[config.mk]
export PLATFORM = sky130hd
export DESIGN_NAME = mux_nx1_rr
export DESIGN_NICKNAME = d
export VERILOG_FILES = /design/src/rtl/mux_nx1_rr.sv
export SDC_FILE = /design/constraint.sdc
export NUM_CORES = 1
export LEC_CHECK = 0
export CORE_MARGIN = 10
export CORE_UTILIZATION = 40
export CTS_CLUSTER_SIZE = 10
export DETAILED_ROUTE_END_ITERATION = 10
export PLACE_DENSITY = 0.8
export SLEW_MARGIN = 10
export SYNTH_ARGS = -nofsm -noshare
export SYNTH_HDL_FRONTEND = slang
export SYNTH_SLANG_ARGS = --single-unit
[constraint.sdc]
create_clock -name clk -period 1.56 [get_ports clk]
set_clock_uncertainty 0.15 [all_clocks]
set_input_delay 0.312 -clock clk [delete_from_list [all_inputs] [get_ports clk]]
set_output_delay 0.312 -clock clk [all_outputs]
set_load 0.01 [all_outputs]
[src/rtl/mux_nx1_rr.sv]
// Registered N-input mux: direct select or round-robin arbitration among valid channels.
// Outputs d/dvalid/dsel and the round-robin pointer p update only on enabled edges.
module mux_nx1_rr #(
    parameter int DATAWIDTH = 2,
    parameter int CHANNELS  = 4,
    parameter int SELWIDTH  = 2
) (
    input  logic                          clk,
    input  logic                          rst,
    input  logic [CHANNELS*DATAWIDTH-1:0] a,
    input  logic [CHANNELS-1:0]           valid,
    input  logic [SELWIDTH-1:0]           sel,
    input  logic                          mode,
    input  logic                          en,
    output logic [DATAWIDTH-1:0]          d,
    output logic                          dvalid,
    output logic [SELWIDTH-1:0]           dsel
);

    logic [DATAWIDTH-1:0] chan [CHANNELS];
    logic [SELWIDTH-1:0]  p;

    logic [DATAWIDTH-1:0] direct_data;
    logic                 direct_valid;

    logic                 hi_found, lo_found;
    logic [SELWIDTH-1:0]  hi_win, lo_win;
    logic [DATAWIDTH-1:0] hi_data, lo_data;

    logic                 rr_found;
    logic [SELWIDTH-1:0]  rr_win;
    logic [DATAWIDTH-1:0] rr_data;
    logic [SELWIDTH-1:0]  p_next;

    for (genvar i = 0; i < CHANNELS; i++) begin : g_chan
        assign chan[i] = a[i*DATAWIDTH +: DATAWIDTH];
    end

    // Out-of-range selects (non-power-of-2 CHANNELS) fall through to zero data, invalid.
    always_comb begin
        // NOTE: every comb output gets a default first so no path leaves it unassigned (no latch).
        direct_data  = '0;
        direct_valid = 1'b0;
        for (int i = 0; i < CHANNELS; i++) begin
            if (sel == SELWIDTH'(i)) begin
                direct_data  = chan[i];
                direct_valid = valid[i];
            end
        end
    end

    // Search p..CHANNELS-1 first, then 0..p-1: the circular order without any modulo hardware.
    always_comb begin
        hi_found = 1'b0;
        lo_found = 1'b0;
        hi_win   = '0;
        lo_win   = '0;
        hi_data  = '0;
        lo_data  = '0;
        for (int k = 0; k < CHANNELS; k++) begin
            if (valid[k]) begin
                if (SELWIDTH'(k) >= p) begin
                    if (!hi_found) begin
                        hi_found = 1'b1;
                        hi_win   = SELWIDTH'(k);
                        hi_data  = chan[k];
                    end
                end else if (!lo_found) begin
                    lo_found = 1'b1;
                    lo_win   = SELWIDTH'(k);
                    lo_data  = chan[k];
                end
            end
        end
    end

    always_comb begin
        rr_found = hi_found | lo_found;
        rr_win   = hi_found ? hi_win  : lo_win;
        rr_data  = hi_found ? hi_data : lo_data;
        // Exact wrap at CHANNELS-1 rather than letting SELWIDTH bits overflow.
        p_next   = (rr_win == SELWIDTH'(CHANNELS - 1)) ? '0 : rr_win + SELWIDTH'(1);
    end

    // NOTE: sequential state uses non-blocking assignments so all registers update from pre-edge values.
    always_ff @(posedge clk or posedge rst) begin
        if (rst) begin
            d      <= '0;
            dvalid <= 1'b0;
            dsel   <= '0;
            p      <= '0;
        end else if (en) begin
            if (!mode) begin
                d      <= direct_data;
                dvalid <= direct_valid;
                dsel   <= sel;
            end else if (rr_found) begin
                d      <= rr_data;
                dvalid <= 1'b1;
                dsel   <= rr_win;
                p      <= p_next;
            end else begin
                dvalid <= 1'b0;
            end
        end
    end

endmodule

**Word level (Yosys, flattened, before mapping)**

Cells that the tools add are included.

- Register bits: 7
- Bits of input ports: 18
- Output and inout port bits: 5
- Word-level logic and storage cells: 91

- Add/sub/neg operators: 1
- Magnitude comparators: 4
- Eq/ne operators: 5
- Mux-type cells: 73
- Bitwise logic cells: 1
- Reductions and logical operators: 3

Operator list:

| operator | count |
|---|---|
| $mux 2 | 45 |
| $mux 1 | 28 |
| $eq 2x2->1 const B | 3 |
| $ge 1x2->1 const A | 2 |
| $ge 2x2->1 const A | 2 |
| $reduce_and 3->1 | 1 |
| $add 2x1->2 const B | 1 |
| $eq 2x1->1 const B | 1 |
| $logic_not 2->1 | 1 |
| $ne 2x1->1 const B | 1 |
| $reduce_and 2->1 | 1 |
| $or 1x1->1 | 1 |

**Logic depth before layout (Yosys ltp)**

- Depth after elaboration: 15
- Gate-level depth with buffers: 6
- Depth with buffers taken out: 5

**Worst setup path before layout**

No wires, ideal clock.

- Path type: input-to-reg
- Start: in valid[3]
- End: reg d[0]
- Setup time: 129 ps
- Arrival time: 1,363 ps
- Required time: 1,281 ps
- Slack: -82 ps
- Stages on the path: 6
- Buffers on the path: 1
- Path through: buf_6 > or4_4 > o21ai_2 > nor2_1 > a21oi_1 > a31oi_1

- Cells in the longest elaborated chain, start to end: 4
- Elaborated cells between the ends (all ways): 10
- Classes of those cells: eq/ne (1); mux (7); bitwise (1); reduce/logical (1)

RTL lines:

| element | line | text |
|---|---|---|
| start: declaration | 11 | `input logic [CHANNELS-1:0] valid,` |
| $mux 1 / $mux 2 (equally long branches) | 61 | `if (valid[k]) begin` |
| $or 1x1->1 / $mux 2 (equally long branches) | 78, 80 |  |
| $ne 2x1->1 (no source line) / $mux 2 (equally long branches) | -- |  |
| $reduce_and 2->1 (no source line) / $mux 2 (equally long branches) | -- |  |
| end signal: assignment | 94 | `d <= direct_data;` |
| end signal: assignment | 98 | `d <= rr_data;` |
| end: declaration | 15 | `output logic [DATAWIDTH-1:0] d,` |

Parallel ways exist; a longest one is shown, timed or not. The select of a mux whose other input is x is not followed.
A chain may end at the register's enable or synchronous reset.

**Worst setup path in the final report**

- Start: reg p[0]
- End: reg p[1]

- Cells in the longest elaborated chain, start to end: 15
- Elaborated cells between the ends (all ways): 44
- Classes of those cells: add/sub (1); order compare (4); eq/ne (1); mux (36); bitwise (1); reduce/logical (1)

RTL lines:

| element | line | text |
|---|---|---|
| start: declaration | 21 | `logic [SELWIDTH-1:0] p;` |
| start signal: assignment | 101 | `p <= p_next;` |
| $ge 1x2->1 | 62 | `if (SELWIDTH'(k) >= p) begin` |
| $mux 1 | 62 |  |
| $mux 1 | 61 |  |
| $mux 1, on equally long branches | 68, 63 |  |
| $mux 1 | 62 |  |
| $mux 1 | 61 |  |
| $mux 2, on equally long branches | 68, 63 |  |
| $mux 2 | 62 |  |
| $mux 2 | 61 |  |
| $mux 2, on equally long branches | 68, 63 |  |
| $mux 2 | 62 |  |
| $mux 2 | 61 |  |
| $mux 2 | 79 | `rr_win = hi_found ? hi_win : lo_win;` |
| $add 2x1->2 / $eq 2x2->1 (equally long branches) | 82 | `p_next = (rr_win == SELWIDTH'(CHANNELS - 1)) ? '0 : rr_win + SELWIDTH'(1);` |
| $mux 2 | 82 |  |

Parallel ways exist; a longest one is shown, timed or not.

==> results.toml <==
[pwr]
total_power_mw = 1.057
vdd_drop_max_v = 0.0005793
pwr_density_cell_nw_per_um2 = 893.8
static-leakage-power_nw = 0.5619

[floorplanning]
rows = 15
die_width_um = 61.74
die_h_um = 61.74
core_um2 = 1689
ios = 23
dieArea_um2 = 3812
start_util_pct = 41.26

[detailed_routing]
initialDrtViolationCount = 32
viasPerCell = 5.886
avgRoutedWirePerCell_um = 17.04
wirelength_um = 2539
ant_nets = 0
vias = 877
drc = 0
drt-pass1-iter-count = 4

[sta]
finalHoldViolCount = 0
setup_viol = 0
period_needed_ns = 1.523
slew-limit-headroom_pct = 84.04
worst_pin_slew_ns = 0.2370
fmax_ghz = 0.6566
min_period_over_period_pct = 97.62
drv_slew = 0
rsz0062_at_grt = "true"

[cells_and_area]
final_util_pct = 70.00
area_growth_pct = 69.66
drive_above_1_share_pct = 41.67
diodes = 0
nNetsFinal = 151
final_cell_area_um2 = 1182
stdcell_count = 149

[grt]
track_usage_pct = 12.78
grt-ovfl-total = 0
antenna_found_initial = 0
grt_pass1_vias = 833
grt_max_degree = 9
grt_pass1_wl_um = 3670

[place]
hpwl_um = 1904
dpl.cell_count = 143
io_buffers = 22
place_area_um2 = 1075
place_congestion = 0.9756

[cts]
cts_buffer_depth = 2
htreeDepth = 1
cts_buffers = 3
clk_pin_slew_worst_paths_ns = 0.05
cts_tree = "done"
cts_root_buffer = "clkbuf_4"
clock-sinks = 7
clk_latency_ns = 0.25

[synthesis]
postSynthCellCount = 88
avgSynthCellArea_um2 = 7.920
syn_area_um2 = 696.9
synth_edf_count = 0
ys_async_sr_fraction_pct = 100.0
ys_ff_latch = 7
syn_nets = 106
synth_flop_cell = "dfrtp_1"
seq_area_frac_synth_pct = 25.13
yosysWarnings = 0
synth.distinct_cells = 29

[worst_setup_path]
rrSetupSlack_ns = 0.04
endpoint_kind = "flop"
start_kind = "flop"
critical_path_peak_fanout = 8
timing_worst_setup_path_type = "flop to flop"
cp.required_ns = 1.58
worstPathArrival_ns = 1.54

[run]
max_cap_violations = 0

[worst_hold_path]
hold_class = "primary input to async pin"

[outcome]
run_status = "finished, final reports clean"
[sequential cells by signal, indices dropped and copies added, names as in the netlist]
name    cells
d           2
dsel        2
p           2
dvalid      1
[through the flow]
| stage | setup WS, ns | setup TNS [ns] | hold slack (ns) |
|---|---|---|---|
| after floorplan | 0.002097 | 0 | -0.03460 |
| after global placement | -0.4883 | -3.058 | 0.3184 |
| after detailed placement | -0.5563 | -3.413 | 0.3258 |
| after CTS | 0.004020 | 0 | 0.1384 |
| after global routing | -0.05633 | -0.1303 | 0.1791 |
| final | 0.03707 | 0 | 0.1344 |
[per-layer routing]
layer / vias to the layer above / wire, µm / global-route usage (%)
met3: 9 / 174 / 1.626
met2: 44 / 1290 / 21.82
met1: 408 / 989 / 14.13
met4: 0 / 85 / 9.554
li1: 416 / - / -
met5: - / 0 / 0
[path summary, 6_finish.rpt]
check | from | endpoint | depth (start not counted)
worst max-delay path | p[0]$_DFFE_PP0P_ | p[1]$_DFFE_PP0P_ | 5
worst min-delay path | rst | d[0]$_DFFE_PP0P_ | 2
worst max register to register | p[0]$_DFFE_PP0P_ | p[1]$_DFFE_PP0P_ | 5
worst min register to register | dsel[1]$_DFFE_PP0P_ | dsel[1]$_DFFE_PP0P_ | 2
max in group asynchronous | rst | p[1]$_DFFE_PP0P_ | 2
min in group clk | dsel[1]$_DFFE_PP0P_ | dsel[1]$_DFFE_PP0P_ | 2
[power by group]
part	switching [mW]	internal [mW]	total, mW
sequential	0.0552	0.226	0.281
clock	0.0682	0.0977	0.166
combinational	0.308	0.301	0.609
total	0.432	0.625	1.06
[what timing repair did]
action / CTS / global route
setup buffers: 0 / 2
gates resized for setup: 27 / 24
hold buffers: 0 / 0
endpoints found under the setup margin: 12 / 3
pin swaps: 4 / 14
[layout make-up]
cell class / instances / area [µm²]
clock buffer: 4 / 26.28
inverter: 5 / 18.77
sequential: 7 / 177.7
timing repair buffer: 46 / 385.4
multi-input combinational: 70 / 553.0
fill: 153 / 506.7
tap: 17 / 21.27
[cells in the final DEF, fill, tap and decap left out, types with 2 or more instances in the layout]
cell type	netlist	layout
a221oi_2	0	2
dfrtp_1	7	5
buf_4	0	23
dlymetal6s2s_1	0	4
dfrtp_2	0	2
nand2b_1	3	2
clkbuf_4	0	3
dlygate4sd2_1	0	11
a21oi_2	0	4
nor2_1	10	7
clkdlybuf4s50_1	0	3
o221ai_1	3	2
nand3_1	2	2
nand2_1	11	10
a21oi_1	10	6
nor2_2	0	3
a31o_2	2	2
a211o_1	2	2
buf_2	3	3
a31oi_1	2	2
o21ai_0	5	4
inv_1	5	5
mux4_2	2	2
mux2i_1	3	3
[synthesized netlist by cell type (all sizes together), types with 3 or more instances]
library cell | instances | area share (%)
nand2 | 11 | 5.9
dfrtp | 7 | 25
mux4 | 3 | 10
a21oi | 10 | 7.2
nand2b | 3 | 2.7
mux2i | 3 | 4.3
inv | 5 | 2.7
buf | 5 | 5.4
o221ai | 3 | 3.8
nor2 | 10 | 5.4
o21ai | 6 | 4.8
[cell families after synthesis]
logic type,share of synthesized area (%)
muxes,14.54
and+or+nand+nor,22.26
AOI/OAI and AO/OA,29.45
DFF,25.13
buffers and inverters,8.617
[critical path: stages (launching register included)]
cell and delay, ns:
dfrtp_2 0.46, or2b_1 0.28, buf_4 0.14, o211ai_1 0.11, o221ai_1 0.15, mux2i_1 0.15
No activity file was read; power rests on OpenSTA's default activity.
